--- src/rtl/ext_bus_pkg.sv ---
// ext_bus_pkg: shared types and constants for the external bus controller.
//   state_t    : controller FSM states
//   PORT_CPU/PORT_DMA : requester port indices
//   BUS_W      : width of the multiplexed pad bus
//   hi_skip_ok : decides whether the ADDR_HI phase may be skipped
package ext_bus_pkg;

  typedef enum logic [1:0] {
    IDLE    = 2'd0,
    ADDR_HI = 2'd1,
    ADDR_LO = 2'd2,
    DATA    = 2'd3
  } state_t;

  localparam int PORT_CPU = 0;
  localparam int PORT_DMA = 1;
  localparam int BUS_W    = 8;

  // The high-address latch still holds a valid byte equal to the new one.
  function automatic logic hi_skip_ok(input logic             en,
                                      input logic             hv,
                                      input logic [BUS_W-1:0] a_hi,
                                      input logic [BUS_W-1:0] held);
    return en && hv && (a_hi == held);
  endfunction

endpackage

--- src/rtl/rr_arbiter2.sv ---
// rr_arbiter2: two-port round-robin arbiter.
//   i_clk, i_rst     : clock, synchronous active-high reset
//   i_req0, i_req1   : request lines (port 0 = CPU, port 1 = DMA/debug)
//   i_take           : the grant is consumed this cycle (updates last_grant)
//   o_gnt_valid      : at least one request present
//   o_gnt_port       : index of the granted port
module rr_arbiter2
  import ext_bus_pkg::*;
(
  input  logic i_clk,
  input  logic i_rst,
  input  logic i_req0,
  input  logic i_req1,
  input  logic i_take,
  output logic o_gnt_valid,
  output logic o_gnt_port
);

  logic r_last;
  logic w_port;

  // On a tie the port not served last wins; r_last resets to DMA so the
  // CPU wins the first tie.
  always_comb begin
    w_port = r_last;
    if (i_req0 && i_req1) w_port = ~r_last;
    else if (i_req0)      w_port = 1'(PORT_CPU);
    else if (i_req1)      w_port = 1'(PORT_DMA);
  end

  assign o_gnt_valid = i_req0 | i_req1;
  assign o_gnt_port  = w_port;

  always_ff @(posedge i_clk) begin
    if (i_rst)                          r_last <= 1'(PORT_DMA);
    else if (i_take && (i_req0 | i_req1)) r_last <= w_port;
  end

endmodule

--- src/rtl/ext_bus_ctrl.sv ---
// ext_bus_ctrl: arbitrates two requesters onto a multiplexed 8-bit external
// bus (address high byte, address low byte, data) with latch enables and
// active-low read/write strobes.
//   wb_clk_i, wb_rst_i            : clock, synchronous active-high reset
//   reqN_valid/we/addr/wdata      : request from port N (0 = CPU, 1 = DMA)
//   reqN_ack                      : transfer done on the edge valid&&ack
//   rdata                         : read data while an ack is high for a read
//   bus_in/bus_out/bus_oe         : pad input, pad output, pad drive enable
//   le_hi, le_lo, OEb, WEb        : address latch enables and strobes
//   busy                          : FSM not in IDLE
module ext_bus_ctrl
  import ext_bus_pkg::*;
#(
  parameter int READ_WAIT = 0,
  parameter int HI_SKIP   = 1
) (
  input  logic             wb_clk_i,
  input  logic             wb_rst_i,
  input  logic             req0_valid,
  input  logic             req0_we,
  input  logic [15:0]      req0_addr,
  input  logic [BUS_W-1:0] req0_wdata,
  input  logic             req1_valid,
  input  logic             req1_we,
  input  logic [15:0]      req1_addr,
  input  logic [BUS_W-1:0] req1_wdata,
  output logic             req0_ack,
  output logic             req1_ack,
  output logic [BUS_W-1:0] rdata,
  input  logic [BUS_W-1:0] bus_in,
  output logic [BUS_W-1:0] bus_out,
  output logic             bus_oe,
  output logic             le_hi,
  output logic             le_lo,
  output logic             OEb,
  output logic             WEb,
  output logic             busy
);

  localparam logic [1:0] LP_WAIT = 2'(READ_WAIT);

  state_t           r_state, w_next;
  logic             r_port;
  logic [15:0]      r_addr;
  logic             r_we;
  logic [BUS_W-1:0] r_wdata;
  logic [1:0]       r_cnt;
  logic             r_hi_valid;
  logic [BUS_W-1:0] r_hi_byte;

  logic             w_gnt_valid, w_gnt_port, w_idle;
  logic [15:0]      w_sel_addr, w_cur_addr;
  logic             w_sel_we, w_cur_we, w_cur_port;
  logic [BUS_W-1:0] w_sel_wdata, w_cur_wdata;
  logic             w_skip;
  logic [1:0]       w_cnt_nxt;

  logic             w_le_hi, w_le_lo, w_oeb, w_web, w_oe, w_ack0, w_ack1, w_data;
  logic [BUS_W-1:0] w_bus_out;

  assign w_idle = (r_state == IDLE);

  rr_arbiter2 u_arb (
    .i_clk      (wb_clk_i),
    .i_rst      (wb_rst_i),
    .i_req0     (req0_valid),
    .i_req1     (req1_valid),
    .i_take     (w_idle),
    .o_gnt_valid(w_gnt_valid),
    .o_gnt_port (w_gnt_port)
  );

  assign w_sel_addr  = w_gnt_port ? req1_addr  : req0_addr;
  assign w_sel_we    = w_gnt_port ? req1_we    : req0_we;
  assign w_sel_wdata = w_gnt_port ? req1_wdata : req0_wdata;

  // Outputs are registered from the next state, so in the grant cycle the
  // decode must see the incoming request rather than the held copy.
  assign w_cur_addr  = w_idle ? w_sel_addr  : r_addr;
  assign w_cur_we    = w_idle ? w_sel_we    : r_we;
  assign w_cur_wdata = w_idle ? w_sel_wdata : r_wdata;
  assign w_cur_port  = w_idle ? w_gnt_port  : r_port;

  assign w_skip    = hi_skip_ok(HI_SKIP != 0, r_hi_valid, w_sel_addr[15:8], r_hi_byte);
  assign w_cnt_nxt = (r_state == DATA) ? (r_cnt + 2'd1) : 2'd0;

  always_comb begin
    w_next = r_state;
    unique case (r_state)
      IDLE:    if (w_gnt_valid) w_next = w_skip ? ADDR_LO : ADDR_HI;
      ADDR_HI: w_next = ADDR_LO;
      ADDR_LO: w_next = DATA;
      DATA:    if (r_cnt == LP_WAIT) w_next = IDLE;
      default: w_next = IDLE;
    endcase
  end

  always_comb begin
    w_le_hi   = (w_next == ADDR_HI);
    w_le_lo   = (w_next == ADDR_LO);
    w_data    = (w_next == DATA);
    w_oeb     = ~(w_data && !w_cur_we);
    w_web     = ~(w_data &&  w_cur_we);
    w_oe      = w_le_hi | w_le_lo | (w_data && w_cur_we);
    w_bus_out = '0;
    if (w_le_hi)                  w_bus_out = w_cur_addr[15:8];
    else if (w_le_lo)             w_bus_out = w_cur_addr[7:0];
    else if (w_data && w_cur_we)  w_bus_out = w_cur_wdata;
    // ack marks the final DATA cycle only
    w_ack0 = w_data && (w_cnt_nxt == LP_WAIT) && (w_cur_port == 1'(PORT_CPU));
    w_ack1 = w_data && (w_cnt_nxt == LP_WAIT) && (w_cur_port != 1'(PORT_CPU));
  end

  always_ff @(posedge wb_clk_i) begin
    if (wb_rst_i) r_state <= IDLE;
    else          r_state <= w_next;
  end

  // ---- control registers and registered bus outputs ----
  always_ff @(posedge wb_clk_i) begin
    if (wb_rst_i) begin
      r_port     <= 1'b0;
      r_cnt      <= 2'd0;
      r_hi_valid <= 1'b0;
      le_hi      <= 1'b0;
      le_lo      <= 1'b0;
      OEb        <= 1'b1;
      WEb        <= 1'b1;
      bus_oe     <= 1'b0;
      bus_out    <= '0;
      req0_ack   <= 1'b0;
      req1_ack   <= 1'b0;
    end else begin
      if (w_idle && w_gnt_valid) r_port <= w_gnt_port;
      if (r_state == ADDR_HI)    r_hi_valid <= 1'b1;
      r_cnt    <= w_cnt_nxt;
      le_hi    <= w_le_hi;
      le_lo    <= w_le_lo;
      OEb      <= w_oeb;
      WEb      <= w_web;
      bus_oe   <= w_oe;
      bus_out  <= w_bus_out;
      req0_ack <= w_ack0;
      req1_ack <= w_ack1;
    end
  end

  // ---- request capture (data path, no reset) ----
  always_ff @(posedge wb_clk_i) begin
    if (w_idle && w_gnt_valid) begin
      r_addr  <= w_sel_addr;
      r_we    <= w_sel_we;
      r_wdata <= w_sel_wdata;
    end
    if (r_state == ADDR_HI) r_hi_byte <= r_addr[15:8];
  end

  assign rdata = ((req0_ack | req1_ack) && !r_we) ? bus_in : '0;
  assign busy  = ~w_idle;

endmodule
--- config.mk ---
export PLATFORM = sky130hd
export DESIGN_NAME = ext_bus_ctrl
export DESIGN_NICKNAME = d
export VERILOG_FILES = /design/src/rtl/ext_bus_pkg.sv /design/src/rtl/rr_arbiter2.sv /design/src/rtl/ext_bus_ctrl.sv
export SDC_FILE = /design/constraint.sdc
export NUM_CORES = 1
export LEC_CHECK = 0
export CAP_MARGIN = 40
export CORE_UTILIZATION = 50
export DETAILED_ROUTE_END_ITERATION = 12
export PLACE_DENSITY = 0.91
export SLEW_MARGIN = 30
export SYNTH_ARGS = -nofsm -noshare
export SYNTH_HDL_FRONTEND = slang
export SYNTH_SLANG_ARGS = --single-unit
export TNS_END_PERCENT = 20
--- constraint.sdc ---
create_clock -name wb_clk_i -period 5 [get_ports wb_clk_i]
set_input_delay 1 -clock wb_clk_i [delete_from_list [all_inputs] [get_ports wb_clk_i]]
set_output_delay 1 -clock wb_clk_i [all_outputs]
set_load 0.1 [all_outputs]
== Word-level counts from Yosys, hierarchy flattened ==
Index checks and enable logic that the tools add are counted.

* Bits in registers: 55
* Input bits: 62
* Output and inout port bits: 24
* Logic and storage cells: 67

* Add/sub/neg operators: 1
* Equality and inequality tests: 7
* Multiplexer cells: 19
* Bitwise operators: 9
* Reduce and logical (&&, ||, !) cells: 14

{| class="wikitable"
|+ Operator list
! cell !! number
|-
| 2-to-1 mux 8 bit || 6
|-
| 2-to-1 mux 16 bit || 2
|-
| logical AND 1 bit || 9
|-
| == test 2 bit, second input constant || 4
|-
| == test 8 bit || 1
|-
| 2-to-1 mux 2 bit || 4
|-
| case mux 2 bit (4 select lines) || 1
|-
| logical NOT 2 bit || 3
|-
| 2-to-1 mux 1 bit || 6
|-
| inverter 1 bit || 5
|-
| == test 2 x 1 -> 1 bit, second input constant || 2
|-
| bitwise OR 1 bit || 4
|-
| adder 2 x 1 -> 2 bit, second input constant || 1
|-
| logical NOT 1 bit || 2
|}

== Logic depth before layout (Yosys ltp) ==
Gate-level depths: netlist of run 1.

* Depth in word-level cells: 14
* Depth in mapped cells: 12
* Gate-level depth less buffers: 11

== Hierarchy ==
Synthesis of run 1 repeated with hierarchy kept, for this count alone.

* Cells, all modules: 235
* Area, all modules: 2660.1 um^2

{| class="wikitable"
|+ By module, submodules not included
! module !! times used !! cells an instance !! area an instance (um^2) !! seq. area each (um^2)
|-
| ext_bus_ctrl || 1 || 228 || 2602.5 || 1411.4
|-
| rr_arbiter2 || 1 || 7 || 57.6 || 20.0
|}

== Worst setup path before layout of run 1 ==
Ideal clock, no wire load.

* Kind: in2reg
* Start: input port req0_valid
* End: register bus_out[6]
* Library setup time: 91 ps
* Arrival: 3592 ps
* Data required time: 4909 ps
* Path slack: 1317 ps
* Stages: 11
* Path buffers: 0
* Path through: and2b_2 > nor2_4 > or4_1 > o22a_1 > or4b_4 > nand2_1 > ha_1 > inv_1 > a2111o_1 > o221a_1 > a311oi_1

* Longest elaborated chain between the ends: 13
* Elaborated cells between the ends (all ways): 22
* Those cells by class: eq/ne (4); mux (14); bitwise (1); reduce/logical (3)

{| class="wikitable"
|+ RTL lines
! what !! line !! source
|-
| from (decl) || ext_bus_ctrl.sv:19 || <nowiki>input logic req0_valid,</nowiki>
|-
| 2-to-1 mux 1 bit or logical AND 1 bit (tied branches) || rr_arbiter2.sv:27, rr_arbiter2.sv:26 ||
|-
| 2-to-1 mux 1 bit || rr_arbiter2.sv:26 || <nowiki>if (i_req0 && i_req1) w_port = ~r_last;</nowiki>
|-
| 2-to-1 mux 16 bit || ext_bus_ctrl.sv:73 || <nowiki>assign w_sel_addr = w_gnt_port ? req1_addr : req0_addr;</nowiki>
|-
| == test 8 bit || ext_bus_pkg.sv:24 || <nowiki>return en && hv && (a_hi == held);</nowiki>
|-
| logical AND 1 bit || ext_bus_pkg.sv:24 ||
|-
| 2-to-1 mux 2 bit || ext_bus_ctrl.sv:90 || <nowiki>IDLE: if (w_gnt_valid) w_next = w_skip ? ADDR_LO : ADDR_HI;</nowiki>
|-
| 2-to-1 mux 2 bit (*) || ext_bus_ctrl.sv:90 ||
|-
| case mux 2 bit (4 select lines) (*) || ext_bus_ctrl.sv:89 || <nowiki>unique case (r_state)</nowiki>
|-
| named net w_next[1] || ext_bus_ctrl.sv:42 || <nowiki>state_t r_state, w_next;</nowiki>
|-
| == test 2 bit || ext_bus_ctrl.sv:101 || <nowiki>w_data = (w_next == DATA);</nowiki>
|-
| logical AND 1 bit || ext_bus_ctrl.sv:108 || <nowiki>else if (w_data && w_cur_we) w_bus_out = w_cur_wdata;</nowiki>
|-
| 2-to-1 mux 8 bit || ext_bus_ctrl.sv:108 ||
|-
| 2-to-1 mux 8 bit || ext_bus_ctrl.sv:107 || <nowiki>else if (w_le_lo) w_bus_out = w_cur_addr[7:0];</nowiki>
|-
| 2-to-1 mux 8 bit (*) || ext_bus_ctrl.sv:106 || <nowiki>if (w_le_hi) w_bus_out = w_cur_addr[15:8];</nowiki>
|-
| to (signal assigned) || ext_bus_ctrl.sv:142 || <nowiki>bus_out <= w_bus_out;</nowiki>
|-
| to (decl) || ext_bus_ctrl.sv:31 || <nowiki>output logic [BUS_W-1:0] bus_out,</nowiki>
|}

The timed path passes the listed nets; every way through them passes the cells marked *.
A chain may end at the register's enable or synchronous reset.

== Worst setup path in the final report of run 1 ==
* Start: input port req0_valid
* End: register bus_out[0]

The elaborated chain is that of the path after synthesis.

==> results of run 1 <==
==> cell families after synthesis <==
| logic type | synth area share |
|---|---|
| xor gates and xnor gates | 0.0320 |
| muxes | 0.161 |
| buffers and inverters | 0.0297 |
| adders and majority gates | 0.0183 |
| DFF | 0.523 |
| and+or+nand+nor | 0.129 |
| AOI/OAI and AO/OA | 0.106 |
==> flip-flops by register name, indices dropped and copies added (netlist names), 2 cells and up <==
signal     flops
r_hi_byte      8
r_addr        16
r_wdata        8
r_cnt          2
r_state        2
bus_out        8
==> power breakdown <==
group          internal (mW)  switching (mW)  leakage [nW]
Combinational          0.222           0.313          1.03
Clock                  0.129           0.150        0.0544
Sequential             0.547          0.0267         0.498
Total                  0.898           0.489          1.58
==> placed cells by master (no fill, tap or decap), types with 3 or more instances in the layout <==
| master | synthesis | final |
|---|---|---|
| nor2_1 | 20 | 18 |
| inv_1 | 8 | 8 |
| mux2i_1 | 17 | 17 |
| o221a_1 | 8 | 8 |
| a311oi_1 | 8 | 8 |
| mux2_2 | 24 | 24 |
| o21ai_0 | 3 | 3 |
| xnor2_1 | 7 | 7 |
| edfxtp_1 | 33 | 33 |
| nand2_1 | 28 | 28 |
| and2_1 | 10 | 10 |
| dfxtp_1 | 22 | 22 |
| clkdlybuf4s50_1 | 0 | 85 |
| buf_8 | 0 | 23 |
| clkbuf_8 | 0 | 5 |
| clkinv_1 | 3 | 4 |
| ha_1 | 4 | 4 |
| xor2_1 | 3 | 3 |
| a21oi_1 | 8 | 8 |
==> critical path, delay by kind of cell <==
family	cells	cell delay, ps
adder cells (fa/ha/maj)	1	200
AO/OA/AOI/OAI	4	1230
AND/OR/NAND/NOR	5	1570
buffers and inverters	2	540
==> cell usage after synthesis, types with 2 or more instances <==
cell type  instances  share of area
a211o_1            2         0.0064
a21oi_1            8          0.015
a311oi_1           8          0.026
and2_1            10          0.023
and2b_2            2         0.0064
buf_2              2         0.0037
clkbuf_1           6         0.0082
clkinv_1           3         0.0041
dfxtp_1           22           0.16
edfxtp_1          33           0.36
ha_1               4          0.018
inv_1              8          0.011
mux2_2            24          0.099
mux2i_1           17          0.062
nand2_1           28          0.038
nand4_1            2         0.0046
nor2_1            20          0.027
nor2b_1            2         0.0046
o21ai_0            3         0.0055
o221a_1            8          0.033
xnor2_1            7          0.022
xor2_1             3         0.0096
==> per-layer routing <==
layer,share of wire,vias up,wire (microns)
met5,0,-,0
met2,0.52,111,3860
met4,0.028,0,204
met3,0.055,23,404
li1,-,1090,-
met1,0.40,1102,2950
==> through the flow <==
stage                     hold slack (ps)  cells
after floorplan                       400    239
after global placement                410    387
after detailed placement              440    411
after CTS                             457    419
after global routing                  480    419
final                                 470    419
==> worst paths after layout <==
path                            slack [ps]                       from               endpoint
worst min register to register         470        r_cnt[0]$_SDFF_PP0_    r_cnt[0]$_SDFF_PP0_
worst max register to register        1470  u_arb.r_last$_SDFFE_PP1P_  bus_out[0]$_SDFF_PP0_
worst max-delay path                   670                 req0_valid  bus_out[0]$_SDFF_PP0_
worst min-delay path                   470        r_cnt[0]$_SDFF_PP0_    r_cnt[0]$_SDFF_PP0_
==> cell type report <==
type                       count  area, sq um  share of cell area
sequential                    55         1430               0.346
timing repair buffer         111         1240               0.299
multi-input combinational    164         1230               0.298
clock buffer                   6         93.8              0.0227
tap                           70         87.6              0.0212
inverter                      11         41.3             0.00998
clock inverter                 2         12.5             0.00302
==> impl_metrics.env, run 1 <==
export IMPL_arrival_ps=4530
export IMPL_synth_cell_types=39
export IMPL_cp_start_kind="primary input"
export IMPL_fin_area_sq_um=4140
export IMPL_die_w_microns=76.0
export IMPL_drt_pass1_iterations=5
export IMPL_period_minus_slack_ps=4330
export IMPL_grt_max_degree=32
export IMPL_r2r_cells=11
export IMPL_yosys_warnings=0
export IMPL_gr_usage_all_layers=0.273
export IMPL_vias=2326
export IMPL_core_area_sq_um=5170
export IMPL_antenna_found_initial=0
export IMPL_fmaxAchievable_ghz=0.231
export IMPL_cts_hold_buffers=0
export IMPL_avgRoutedWirePerCell_microns=17.7
export IMPL_finalPower_mw=1.39
export IMPL_cpPeakStageDelay_ps=560
export IMPL_rsz0062_at_grt="no"
export IMPL_p_per_area_nw_per_um2=335
export IMPL_synth_area_per_cell_sq_um=11.4
export IMPL_met2_usage=0.483
export IMPL_maxCapViolations=0
export IMPL_post_dp_cell_area_sq_um=4030
export IMPL_place_hpwl_microns=5770
export IMPL_setup_violations=0
export IMPL_dp_worst_setup_slack_ps=402
export IMPL_insertion_delay_ps=320
export IMPL_synth_edf_count=33
export IMPL_yosysSeqAreaShare=0.523
export IMPL_grt_pass1_vias=2507
export IMPL_antenna_left=0
export IMPL_post_route_period_util=0.866
export IMPL_numCtsBuffers=5
export IMPL_cts_resized=0
export IMPL_path_max_fanout=14
export IMPL_power_leakage_nw=1.58
export IMPL_status="completed"
export IMPL_met1_usage=0.311
export IMPL_io_buffers=85
export IMPL_wl_microns=7410
export IMPL_worst_clock_skew_ps=11.4
export IMPL_syn_to_final_growth_pct=51.3
export IMPL_crit_slowest_cell="or4b_4"
export IMPL_route_detailed_drc=0
export IMPL_syn_nets=305
export IMPL_dr_first_iter_drc_count=180
export IMPL_rows=26
export IMPL_final_util=0.800
export IMPL_postCtsSetupRepairBufs=0
export IMPL_worstPathRequired_ps=5210
export IMPL_synthCells=239
export IMPL_die_area_sq_um=5770
export IMPL_cp_end_kind="register"
export IMPL_grt_pass1_wl_microns=12200
export IMPL_syn_area_sq_um=2740
export IMPL_holdCritPathClass="register to register"
export IMPL_num_nets_final=414
export IMPL_clk_path_buf_depth=2
export IMPL_place_congestion=0.832
export IMPL_ys_ff_latch=55
export IMPL_worstHoldPathCells=1
export IMPL_final_layout_size_suffix_gt1_frac=0.183
export IMPL_overflow=0
export IMPL_async_flop_share=0
export IMPL_die_h_microns=76.0
export IMPL_ys_flop_type="edfxtp_1"
export IMPL_via_per_inst=5.55
export IMPL_final_max_slew_viol_count=0
export IMPL_setup_tns_ps=0
export IMPL_cts_tree="done"
export IMPL_clock_sinks=55
export IMPL_worst_pin_slew_ps=805
export IMPL_top_level_ports=86
export IMPL_hold_violations=0
export IMPL_path_cells="clkdlybuf4s50_1, and2b_2, nor2_4, or4_1, o22a_1, or4b_4, nand2_1, ha_1, inv_1, a2111o_1, o221a_1, a311oi_1"
export IMPL_htree_levels=2
export IMPL_initial_core_util=0.529
export IMPL_root_buffer="clkbuf_8"
export IMPL_num_antenna_cells=0
export IMPL_path_clk_slew_ps=100
export IMPL_busiest_layer="met2"
export IMPL_relSlewSlack=0.462
export IMPL_use_met3=0.0590
export IMPL_peakVddDrop_mv=0.199
export IMPL_crit_type="primary input to register"
export IMPL_final_setup_worst_slack_ps=672
export IMPL_nFillCells=282
No activity file was read; power rests on OpenSTA's default activity.
==> inputs of run 2 (changes only) <==
Settings changed: SETUP_SLACK_MARGIN from default to 0.1.
==> results of run 2 <==
No change in the layout: final DEF, timing and power equal those of run 1.
==> RTL edit 1: new RTL, flow settings as in run 1 <==
Encoding of `state_t`: now Gray code (2 bits for 4 states).
--- a/src/rtl/ext_bus_pkg.sv
+++ b/src/rtl/ext_bus_pkg.sv
@@ -6,10 +6,10 @@
 package ext_bus_pkg;
 
   typedef enum logic [1:0] {
-    IDLE    = 2'd0,
-    ADDR_HI = 2'd1,
-    ADDR_LO = 2'd2,
-    DATA    = 2'd3
+    IDLE    = 2'b00,
+    ADDR_HI = 2'b01,
+    ADDR_LO = 2'b11,
+    DATA    = 2'b10
   } state_t;
 
   localparam int PORT_CPU = 0;
Behaviour: no difference found for any inputs over 10 cycles, from zero or initial values and one cycle with wb_rst_i high; not proved beyond that.
==> RTL edit 1 against run 1 <==
- routed wire length rose by 8.6%
- final area rose by 0.82%
- setup slack improved by 0.19 ns
- total power fell by 6.9%
- count of clock-buffer cells in the layout fell by 1
- combinational power fell by 26%
- first-iteration DRC count rose by 28%
- synthesized cell count rose by 17%
- area after synthesis rose by 0.82%
- register-to-register slack improved by 0.31 ns
- non-clock buffer count rose by 2
- sequential power fell by 3%
- sequential cell count did not move
==> RTL edit 1: results (changes against run 1) <==
| Metric | Value |
|---|---|
| Total leakage power | 1.65 nW (+4.3%) |
| Fraction of synthesized cell area in xor and xnor cells | 1.59% (-1.6 points) |
| Worst setup path endpoint | OEb |
| Maximum number of pins on one net before global-route repair | 21 (-34%) |
| Ratio of cells with drive above 1 in the final layout | 11.9% (-6.5 points) |
| Post-synthesis compound-gate area fraction | 14.6% (+4.0 points) |
| Weighted congestion reported at the end of routability-driven placement | 0.892 (+7.2%) |
| Largest clock skew in the final design | 0.00644 ns (-0.00498 ns) |
| Met2 Usage GRT | 47.9% (-0.34 points) |
| Total GRT Usage | 28.6% (+1.3 points) |
| Maximum vdd ir drop | 0.223 mV (+12%) |
| DR WL met2 | 3.94 mm (+2.2%) |
| Switching power total | 400 uW (-18%) |
| Maximum fanout along the worst path | 20 (+6) |
| Wire length on met1 | 3.17 mm (+7.7%) |
| Multiplexer share of the synthesized area | 5.67% (-10 points) |
| Half-perimeter wire length of the detailed placement result | 6.08 mm (+5.4%) |
| Worst setup startpoint | req1_valid |
| Global-route wire length before repair | 12.8 mm (+4.8%) |
| Worst Path Arrival | 4.32 ns (-0.21 ns) |
| Ranking of synthesized cells by area | edfxtp_1 36%, dfxtp_1 16%, nand2_1 6.9%, a211oi_1 3.8%, mux2i_1 3.6% |
| Vias post-DR | 2653 (+14%) |
| Routed wire length per instance | 17.6 um (-0.60%) |
| Slew of the pin with the lowest slew margin | 0.869 ns (+0.0633 ns) |
| Number of nets at the end of the flow | 450 (+8.7%) |
| Count of cell types in the netlist | 49 (+26%) |
| Hold path depth | 0 (-1) |
| Cell types with the highest counts after synthesis | 51 x nand2_1, 33 x edfxtp_1, 22 x dfxtp_1 |
| Run status | finished, final reports clean |
| Total detailed-routing wirelength | 8.05 mm (+8.6%) |
| Top achievable clock speed | 0.241 GHz (+4.5%) |
| Cell depth of the worst flop-to-flop path | 7 (-4) |
| Total cell area at the placement stage | 4040 um^2 (about the same) |
| Wire length on met3 | 652 um (+61%) |
| Synthesized area divided by synthesized cell count | 9.85 um^2 (-14%) |
| Share of the yosys chip area belonging to registers | 51.9% (-0.43 points) |
==> RTL edit 1: power by group through the flow <==
| stage | Sequential (mW) | Combinational [mW] | Clock (mW) |
|---|---|---|---|
| 2_1_floorplan | 0.636 | 0.149 | 0 |
| 4_1_cts | 0.555 | 0.391 | 0.346 |
| 6_report | 0.556 | 0.394 | 0.342 |
| 3_5_place_dp | 0.565 | 0.386 | 0 |
| 5_1_grt | 0.559 | 0.414 | 0.369 |
| 3_3_place_gp | 0.563 | 0.332 | 0 |
==> RTL edit 1: area by class of cell <==
class	instances	area (um^2)
Clock buffer	5	68.8
Clock inverter	3	67.6
Fill cell	298	1030
Inverter	17	63.8
Multi-Input combinational cell	195	1200
Sequential cell	55	1430
Tap cell	70	87.6
Timing Repair Buffer	113	1250
==> RTL edit 1: through the flow <==
stage	utilization [%]	hold WS, ns
global placement	70.3	0.401
CTS	80.1	0.426
detailed placement	77.5	0.405
finish	80.1	0.426
floorplan	-	0.400
global route	80.1	0.441
==> RTL edit 2: new RTL, config.mk and constraints of run 1 <==
Without the edit above. Make the reset (`i_rst` and `wb_rst_i`) asynchronous in 3 clocked blocks. Comments in the files are not updated.
--- a/src/rtl/rr_arbiter2.sv
+++ b/src/rtl/rr_arbiter2.sv
@@ -31,7 +31,7 @@
   assign o_gnt_valid = i_req0 | i_req1;
   assign o_gnt_port  = w_port;
 
-  always_ff @(posedge i_clk) begin
+  always_ff @(posedge i_clk or posedge i_rst) begin
     if (i_rst)                          r_last <= 1'(PORT_DMA);
     else if (i_take && (i_req0 | i_req1)) r_last <= w_port;
   end
--- a/src/rtl/ext_bus_ctrl.sv
+++ b/src/rtl/ext_bus_ctrl.sv
@@ -111,13 +111,13 @@
     w_ack1 = w_data && (w_cnt_nxt == LP_WAIT) && (w_cur_port != 1'(PORT_CPU));
   end
 
-  always_ff @(posedge wb_clk_i) begin
+  always_ff @(posedge wb_clk_i or posedge wb_rst_i) begin
     if (wb_rst_i) r_state <= IDLE;
     else          r_state <= w_next;
   end
 
   // ---- control registers and registered bus outputs ----
-  always_ff @(posedge wb_clk_i) begin
+  always_ff @(posedge wb_clk_i or posedge wb_rst_i) begin
     if (wb_rst_i) begin
       r_port     <= 1'b0;
       r_cnt      <= 2'd0;
Check against the original RTL: differs if wb_rst_i is asserted again (counterexample within 4 cycles, from zero or initial values and one cycle with wb_rst_i high); with wb_rst_i held inactive, the same outputs for 10 cycles.
==> RTL edit 2 against run 1 <==
- cell count shrank 1.2%
- sequential cell count is the same
- setup slack gained 0.26 ns
- die area grew 4.7%
- core utilization shrank 2.7 points
- first-iteration DRC count grew 16%
- clock skew shrank 0.0049 ns
- final area grew 2.9%
- maximum frequency grew 6.4%
- area after synthesis grew 4.8%
- routed wire length shrank 5.3%
- global-route usage shrank 2.4 points
- largest cell class unchanged
Power is not compared: it rests on default switching activity, and its combinational part moved more than twofold at a synthesized area within 25%.
==> RTL edit 2: results (changes against run 1) <==
| Metric | Value |
|---|---|
| Fillers | 345 (+22%) |
| Number of detailed-route iterations in the first pass | 4 (-1) |
| Clock input transition at the sequential cells of the worst setup and hold paths | 0.10 ns (about the same) |
| Number of CTS-inserted buffers | 5 (unchanged) |
| Maximum vdd ir drop | around 0.46 mV |
| Maximum clock insertion buffer count | 2 (unchanged) |
| Async set-reset flop share out of synthesis | 40.0% (+40 points) |
| Worst reg2reg startpoint | u_arb.r_last |
| Worst setup path endpoint | bus_out[4] |
| Worst Path Arrival | 4.31 ns (-0.22 ns) |
| Vias in the first global route | 2403 (-4.1%) |
| Insertion delay to the later sink of the worst-skew pair | 0.32 ns (about the same) |
| Total detailed-routing wirelength | 7.02 mm (-5.3%) |
| Global-route wire length before repair | 11.4 mm (-6.9%) |
| Worst hold path type | flip-flop to flip-flop |
| Deepest level of the CTS H-tree | 2 (unchanged) |
| Antenna cells | 0 (unchanged) |
| Syn_nets | 297 (-2.6%) |
| CTS Root Buffer Type | clkbuf_8 |
| Number of flops mapped to enable cells by yosys | 33 (unchanged) |
| Vias post-DR | 2330 (+0.17%) |
| Slew of the pin with the lowest slew margin | 0.849 ns (+0.0441 ns) |
| Largest Register | r_addr |
| Starting DRT DRC Count | 209 (+16%) |
| Total GRT Usage | 24.9% (-2.4 points) |
| Max FFs per register | 16 (unchanged) |
| Ratio of cells with drive above 1 in the final layout | 25.4% (+7.1 points) |
| Number of nets at the end of the flow | 407 (-1.7%) |
| Warnings, synthesis | 0 (unchanged) |
| Startpoint of the lowest-slack hold path | r_addr[9] |
| Weighted congestion reported at the end of routability-driven placement | 0.876 (+5.3%) |
| Cell types with the highest counts after synthesis | 33 x edfxtp_1, 28 x mux2_2, 26 x nand2_1 |
| Largest clock skew in the final design | 0.00652 ns (-0.00490 ns) |
| Hold path depth | 0 (-1) |
| Share of the yosys chip area belonging to registers | 53.9% (+1.6 points) |
| Run status | finished, final reports clean |
| Count of buffers added by post-CTS timing repair for setup | 0 (unchanged) |
| Worst setup startpoint | req1_valid |
| Ranking of synthesized cells by area | edfxtp_1 35%, dfrtp_1 17%, mux2_2 11%, mux2_4 4.2%, nand2_1 3.4% |
| Total leakage power | 1.69 nW |
| End point of the most critical hold path | r_hi_byte[1] |
| Maximum number of pins on one net before global-route repair | 31 (-3.1%) |
| # resized after CTS | 0 (unchanged) |
| Worst R2R Setup Slack | 1.63 ns (+0.16 ns) |
| Number of antenna violations at the first check in global routing | 0 (unchanged) |
| Cell depth of the worst flop-to-flop path | 11 (unchanged) |
| Maximum fanout along the worst path | 25 (+11) |
| Port Buf Inserts | 85 (unchanged) |
| Count of cell types in the netlist | 43 (+10%) |
| Half-perimeter wire length of the detailed placement result | 5.30 mm (-8.0%) |
RTL edit 2: cell type report:
class,count,area share (%)
clock inverter,1,0.118
tap,72,2.12
sequential,55,36.3
timing repair buffer,111,29.0
inverter,16,1.41
multi-input combinational,152,28.5
clock buffer,7,2.53
RTL edit 2: worst max-delay path, cell delays in order:
cell and delay [ns]:
clkdlybuf4s50_1 0.53, nor2b_2 0.30, nor2_8 0.14, a2111oi_2 0.38
o221ai_1 0.22, a2111oi_4 0.41, o21a_1 0.20, ha_1 0.18
inv_1 0.10, a2111oi_4 0.43, a221oi_1 0.21, a31oi_1 0.20
RTL edit 2: report_power, final:
group	internal, mW	switching (mW)	leakage (nW)
clock network	0.142	0.147	0.0594
logic	0.625	0.981	1.06
registers	0.677	0.0769	0.571
total	1.44	1.20	1.69
RTL edit 2: per-stage QoR:
stage               hold slack, ns  worst slack [ns]  utilization (%)  std cells  instance area (um^2)
finish                       0.471             0.934             77.3        414                  4260
floorplan                    0.426              1.58                -        231                  2870
detailed placement           0.440             0.643             75.0        405                  4130
CTS                          0.473             0.950             77.0        413                  4240
global route                 0.475             0.564             77.3        414                  4260
global placement             0.439             0.879             68.4        381                  3770
RTL edit 2: cell families (layout without fill, tap and decap cells):
group / count (synthesis) / in the layout / synth area share (%)
buffers and inverters: 24 / 135 / 3.80
multiplexers: 37 / 37 / 15.5
adder cells (fa/ha/maj): 4 / 4 / 1.75
flip-flops: 55 / 55 / 53.9
XOR/XNOR: 3 / 3 / 0.917
AND/OR/NAND/NOR: 65 / 65 / 11.8
AO/OA/AOI/OAI: 43 / 43 / 12.3
RTL edit 2: per-layer routing:
metal	GRT usage (%)	share of wire, %	vias to the layer above
met5	0	0	-
li1	-	-	1067
met4	10.6	2.9	0
met1	28.2	38	1115
met2	45.0	53	127
met3	5.18	6.0	21
